**config.mk**
```make
export PLATFORM = sky130hd
export DESIGN_NAME = lsu_ctrl_flat
export DESIGN_NICKNAME = d
export VERILOG_FILES = /design/src/rtl/lsu_ctrl_if.sv /design/src/rtl/lsu_ctrl.sv /design/src/flat_wrapper.sv
export SDC_FILE = /design/constraint.sdc
export NUM_CORES = 1
export LEC_CHECK = 0
export BUFFER_PORTS_ARGS = -buffer_cell sky130_fd_sc_hd__clkbuf_2
export CAP_MARGIN = 25
export CELL_PAD_IN_SITES_DETAIL_PLACEMENT = 1
export CELL_PAD_IN_SITES_GLOBAL_PLACEMENT = 1
export CORE_ASPECT_RATIO = 1.75
export CORE_UTILIZATION = 38
export DETAILED_ROUTE_END_ITERATION = 7
export GPL_TIMING_DRIVEN = 0
export PLACE_DENSITY = 0.88
export SETUP_SLACK_MARGIN = 0.1
export SKIP_LAST_GASP = 1
export SLEW_MARGIN = 20
export SYNTH_ARGS = -nofsm -noshare
export SYNTH_HDL_FRONTEND = slang
export SYNTH_SLANG_ARGS = --single-unit
```
**constraint.sdc**
```tcl
create_clock -name Clk -period 2.35 [get_ports Clk]
set_input_delay 0.1175 -clock Clk [delete_from_list [all_inputs] [get_ports Clk]]
set_output_delay 0.1175 -clock Clk [all_outputs]
set_load 0.01 [all_outputs]
```
**src/rtl/lsu_ctrl_if.sv**
```systemverilog
// CPU-side and data-memory-side signals of the load/store unit.
// slave is the LSU's view; master is the CPU plus data memory driving it.
interface lsu_ctrl_if;
  logic        Req;
  logic        Ready;
  logic        Wr;
  logic [1:0]  Size;
  logic        Uns;
  logic [31:0] Addr;
  logic [31:0] StData;
  logic [31:0] LdData;
  logic        Done;
  logic        Err;
  logic [29:0] Ad;
  logic [31:0] WrData;
  logic        MemWr;
  logic [31:0] DM;

  modport slave (
    input  Req, Wr, Size, Uns, Addr, StData, DM,
    output Ready, LdData, Done, Err, Ad, WrData, MemWr
  );

  modport master (
    output Req, Wr, Size, Uns, Addr, StData, DM,
    input  Ready, LdData, Done, Err, Ad, WrData, MemWr
  );
endinterface

```
**src/rtl/lsu_ctrl.sv**
```systemverilog
// Load/store unit: aligns and extends byte/halfword/word loads and performs
// read-modify-write for sub-word stores against a one-cycle-latency data memory.
module lsu_ctrl #(
  parameter bit ENDIAN = 1'b0
) (
  input  logic       Clk,
  input  logic       Reset_n,
  lsu_ctrl_if.slave  bus,
  output logic [2:0] dbg_state
);

  typedef enum logic [2:0] {
    IDLE = 3'd0,
    RD   = 3'd1,
    CAP  = 3'd2,
    WR   = 3'd3,
    DONE = 3'd4
  } state_t;

  state_t      state_q, state_d;
  logic        ready_q, done_q, err_q, memwr_q;
  logic        err_d;
  logic [29:0] ad_q, ad_d;
  logic [31:0] wrdata_q, wrdata_d;
  logic [31:0] ld_q, ld_d;

  logic        wr_q, uns_q;
  logic [1:0]  size_q, addr_q;
  logic [31:0] st_q;

  logic        accept, bad_req;
  logic [4:0]  shift;
  logic [31:0] mask, lane, ld_ext, merged;

  // Handshake: Ready is high only in IDLE; a request is taken on any rising
  // edge with Req & Ready, and Req while Ready is low is simply dropped.
  assign accept  = (state_q == IDLE) && bus.Req;
  assign bad_req = (bus.Size == 2'b11) ||
                   (bus.Size == 2'b01 && bus.Addr[0]) ||
                   (bus.Size == 2'b10 && bus.Addr[1:0] != 2'b00);

  always_comb begin
    shift = 5'd0;
    mask  = 32'hFFFF_FFFF;
    case (size_q)
      2'b00: begin
        mask  = 32'h0000_00FF;
        shift = ENDIAN ? (5'd24 - {addr_q, 3'b000}) : {addr_q, 3'b000};
      end
      2'b01: begin
        mask  = 32'h0000_FFFF;
        shift = (ENDIAN ^ addr_q[1]) ? 5'd16 : 5'd0;
      end
      default: ;
    endcase
  end

  assign lane   = (bus.DM >> shift) & mask;
  assign merged = (bus.DM & ~(mask << shift)) | ((st_q & mask) << shift);

  always_comb begin
    ld_ext = lane;
    if (!uns_q) begin
      case (size_q)
        2'b00:   ld_ext = {{24{lane[7]}}, lane[7:0]};
        2'b01:   ld_ext = {{16{lane[15]}}, lane[15:0]};
        default: ;
      endcase
    end
  end

  always_comb begin
    state_d  = state_q;
    err_d    = err_q;
    ad_d     = ad_q;
    wrdata_d = wrdata_q;
    ld_d     = ld_q;
    case (state_q)
      IDLE: begin
        if (bus.Req) begin
          if (bad_req) begin
            state_d = DONE;
            err_d   = 1'b1;
          end else begin
            ad_d = bus.Addr[31:2];
            if (bus.Wr && bus.Size == 2'b10) begin
              state_d  = WR;
              wrdata_d = bus.StData;
            end else begin
              state_d = RD;
            end
          end
        end
      end
      RD:  state_d = CAP;
      CAP: begin
        if (wr_q) begin
          state_d  = WR;
          wrdata_d = merged;
        end else begin
          state_d = DONE;
          ld_d    = ld_ext;
        end
      end
      WR:   state_d = DONE;
      DONE: begin
        state_d = IDLE;
        err_d   = 1'b0;
      end
      default: state_d = IDLE;
    endcase
  end

  // Strobes are registered from the next state so every output is a flop.
  always_ff @(posedge Clk or negedge Reset_n) begin
    if (!Reset_n) begin
      state_q  <= IDLE;
      ready_q  <= 1'b1;
      done_q   <= 1'b0;
      err_q    <= 1'b0;
      memwr_q  <= 1'b0;
      ad_q     <= '0;
      wrdata_q <= '0;
      ld_q     <= '0;
      wr_q     <= 1'b0;
      uns_q    <= 1'b0;
      size_q   <= 2'b00;
      addr_q   <= 2'b00;
      st_q     <= '0;
    end else begin
      state_q  <= state_d;
      ready_q  <= (state_d == IDLE);
      done_q   <= (state_d == DONE);
      memwr_q  <= (state_d == WR);
      err_q    <= err_d;
      ad_q     <= ad_d;
      wrdata_q <= wrdata_d;
      ld_q     <= ld_d;
      if (accept) begin
        wr_q   <= bus.Wr;
        uns_q  <= bus.Uns;
        size_q <= bus.Size;
        addr_q <= bus.Addr[1:0];
        st_q   <= bus.StData;
      end
    end
  end

  assign bus.Ready  = ready_q;
  assign bus.Done   = done_q;
  assign bus.Err    = err_q;
  assign bus.MemWr  = memwr_q;
  assign bus.Ad     = ad_q;
  assign bus.WrData = wrdata_q;
  assign bus.LdData = ld_q;
  assign dbg_state  = state_q;

endmodule

```
**src/flat_wrapper.sv**
```systemverilog
// flat-port wrapper written by rule: the top's interface ports become plain ports
module lsu_ctrl_flat 
#(
  parameter bit ENDIAN = 1'b0
)
  (Clk, Reset_n, dbg_state, bus_Req, bus_Wr, bus_Size, bus_Uns, bus_Addr, bus_StData, bus_DM, bus_Ready, bus_LdData, bus_Done, bus_Err, bus_Ad, bus_WrData, bus_MemWr);
  lsu_ctrl_if bus_i ();
  input  logic Clk;
  input  logic Reset_n;
  output logic [2:0] dbg_state;
  input wire logic [$bits(bus_i.Req)-1:0] bus_Req;
  input wire logic [$bits(bus_i.Wr)-1:0] bus_Wr;
  input wire logic [$bits(bus_i.Size)-1:0] bus_Size;
  input wire logic [$bits(bus_i.Uns)-1:0] bus_Uns;
  input wire logic [$bits(bus_i.Addr)-1:0] bus_Addr;
  input wire logic [$bits(bus_i.StData)-1:0] bus_StData;
  input wire logic [$bits(bus_i.DM)-1:0] bus_DM;
  output wire logic [$bits(bus_i.Ready)-1:0] bus_Ready;
  output wire logic [$bits(bus_i.LdData)-1:0] bus_LdData;
  output wire logic [$bits(bus_i.Done)-1:0] bus_Done;
  output wire logic [$bits(bus_i.Err)-1:0] bus_Err;
  output wire logic [$bits(bus_i.Ad)-1:0] bus_Ad;
  output wire logic [$bits(bus_i.WrData)-1:0] bus_WrData;
  output wire logic [$bits(bus_i.MemWr)-1:0] bus_MemWr;
  assign bus_i.Req = bus_Req;
  assign bus_i.Wr = bus_Wr;
  assign bus_i.Size = bus_Size;
  assign bus_i.Uns = bus_Uns;
  assign bus_i.Addr = bus_Addr;
  assign bus_i.StData = bus_StData;
  assign bus_i.DM = bus_DM;
  assign bus_Ready = bus_i.Ready;
  assign bus_LdData = bus_i.LdData;
  assign bus_Done = bus_i.Done;
  assign bus_Err = bus_i.Err;
  assign bus_Ad = bus_i.Ad;
  assign bus_WrData = bus_i.WrData;
  assign bus_MemWr = bus_i.MemWr;
  lsu_ctrl #(.ENDIAN(ENDIAN)) u_core (.Clk(Clk), .Reset_n(Reset_n), .bus(bus_i), .dbg_state(dbg_state));
endmodule
```
==> flow_summary.ini <==
[outcome]
status = complete, no violations

[die]
start_util_pct = 39.1
core_area_mm2 = 0.0164
pin_count = 204
die_h_um = 174
die-area_mm2 = 0.0175
row_count = 62
die_x_um = 100

[critical_path]
path_class = reg -> reg
crit_buf_inv = 3
arrival_ns = 2.50
max_stage_delay_ns = 0.45
critPathTopFamily = buffers and inverters
crit_required_ns = 2.70
crit_path_end_kind = register
worst-path-max-fanout = 10
cpMostUsedCell = clkbuf_1
worstPathCellList = clkbuf_1 > clkbuf_2 > clkbuf_1 > a22oi_1 > a21oi_1
startpoint_type = register
slowest_stage = dfrtp_1

[synth]
syn-num-nets = 821
ys_top_cells_by_area = dfrtp_1, nand2_1, a21oi_1, o2bb2ai_1, mux4_2
syn_inst = 718
ys_ff_latch = 139
avgSynthCellArea_um2 = 8.96
ys_types = 43
yosysSeqAreaShare_pct = 54.1
synth_edf_count = 0
synthArstFlopShare_pct = 100
synth_top_area_share_pct = 53.7
synth_flop_cell = dfrtp_1
synth.largest_area_cell = dfrtp_1
synth_area_mm2 = 0.00643
ys_warn_count = 0

[drt]
drc = 0
wl_per_cell_um = 21.6
vias = 6899
vias_per_cell = 5.48
drt_iter0_markers = 356
drtAntennaViolNets = 0
routed_wl_mm = 27.1
first_pass_iters = 5

[clocking]
clockBufferDepth = 2
cts_root_buf = clkbuf_16
clk_latency_ns = 0.42
cts_tree = yes
numCtsBuffers = 17
ctsHtreeMaxLevel = 4
clock_sinks = 139
clk_pin_slew_worst_paths_ns = 0.06

[sta]
hold_violations = 0
period_share_pct = 91.8
worst_pin_slew_ns = 0.656
slew_violations = 0
layout_min_cycle_time_ns = 2.16
setup_violations = 0
finalClockSkew_ns = 0.00891
finalWorstSetupSlack_ns = 0.194
rsz0062_at_grt = no
slew_headroom_pct = 56.2
fmax_ghz = 0.464

[grt]
grt_first_pass_wirelength_mm = 42.0
grt_pass1_vias = 7715
grt_overflow = 0
grt_max_degree = 80
grtUsageTotal_pct = 32.0
antenna_found_initial = 1

[layout]
syn2layout_area_growth_pct = 43.4
post-route-util_pct = 56.1
final_nets = 1123
final_layout_size_suffix_gt1_share_pct = 27.6
final_common_cell = nand2_1
final_cell_mix = nand2_1, clkbuf_2, dfrtp_1, dlygate4sd3_1, a21oi_1

[min_path]
min_path_type = in -> reg

[power]
leakagePower_nw = 4.60
p_total_w = 0.0133
power.density_mw_per_mm2 = 1440
ir_worst_vdd_mv = 0.738

[place]
hpwl_mm = 18.3
place_congestion = 0.912
place_ws_ns = -0.0790
io_buffers = 203

[job]
cap_violations = 0
worst paths after layout:
check / startpoint / depth (start not counted) / end / slack [ns]
max: u_core.size_q[1]$_DFFE_PN0P_ / 5 / u_core.bus.LdData[14]$_DFFE_PN0P_ / 0.19
min: bus_DM[29] / 3 / u_core.bus.LdData[29]$_DFFE_PN0P_ / 0.002
max reg2reg: u_core.size_q[1]$_DFFE_PN0P_ / 5 / u_core.bus.LdData[14]$_DFFE_PN0P_ / 0.19
min reg2reg: u_core.st_q[10]$_DFFE_PN0P_ / 2 / u_core.st_q[10]$_DFFE_PN0P_ / 0.48
max in group asynchronous: Reset_n / 3 / u_core.bus.WrData[23]$_DFFE_PN0P_ / 1.33
min in group asynchronous: Reset_n / 2 / u_core.bus.Ad[18]$_DFFE_PN0P_ / 0.23
report_power, final:
part           switching (W)  internal [W]  leakage [nW]
Sequential          0.000830       0.00359          1.69
Combinational        0.00389       0.00215          2.61
Clock                0.00112       0.00174         0.294
worst register-to-register path, cell delays in order (launching register included):
cell and delay [ns]:
dfrtp_1 0.45, clkbuf_1 0.43, clkbuf_2 0.36, clkbuf_1 0.43, a22oi_1 0.21, a21oi_1 0.21
synthesized netlist by cell type, types with 8 or more instances:
library cell and count:
a21oi_1 42, clkbuf_1 34, o2bb2ai_1 23, a22oi_1 8
buf_2 10, a221oi_1 15, o21ai_0 28, nor2_1 33
dfrtp_1 138, mux2_2 8, a221o_1 8, nand2_1 283
o21ai_1 29
stage by stage:
stage                     instance area, µm²  hold slack [ns]  TNS (ns)  cells
after global routing                    9220           0.0105         0   1258
after CTS                               9170         0.000801         0   1254
after floorplan                         6430           -0.178         0    718
final                                   9220          0.00152         0   1258
after detailed placement                7770            0.140    -0.666   1146
after global placement                  7730            0.307   -183.70   1145
layout make-up:
cell class / count / area [µm²]
antenna: 1 / 2.50
multi-input combinational: 527 / 2780
clock inverter: 12 / 161
inverter: 5 / 18.8
timing repair buffer: 283 / 1840
sequential: 139 / 3480
fill: 1977 / 7220
buffer: 47 / 211
tap: 224 / 280
clock buffer: 20 / 457
sequential cells by signal, summed over array words and instances (netlist names):
signal	count
u_core.bus.WrData	32
u_core.st_q	32
u_core.bus.LdData	32
u_core.addr_q	2
u_core.uns_q	1
u_core.wr_q	1
u_core.bus.Ad	30
u_core.bus.Err	1
u_core.bus.Done	1
u_core.bus.Ready	1
u_core.size_q	2
u_core.bus.MemWr	1
u_core.dbg_state	3
logic make-up after synthesis:
kind of cell	count (synthesis)	share of synthesized area, %
mux	16	4.01
buf+inv	52	3.46
simple gates	337	20.7
flops	139	54.1
compound gates	174	17.7
per-layer routing:
metal	global-route usage, %	share of wire (%)	vias to the layer above
met5	0	0	-
met2	56.7	53	340
li1	-	-	3053
met4	21.0	6.5	0
met1	33.5	35	3392
met3	6.80	6.1	114
timing repair:
action | 4_1_cts | 5_1_grt
setup endpoints to repair | 34 | 79
resized for setup | 5 | 15
hold buffers | 76 | 0
buffers inserted | 0 | 3
pin swaps | 1 | 1
endpoints found under the hold margin | 137 | 0
cloned | 0 | 0
No activity file was read; power rests on OpenSTA's default activity.
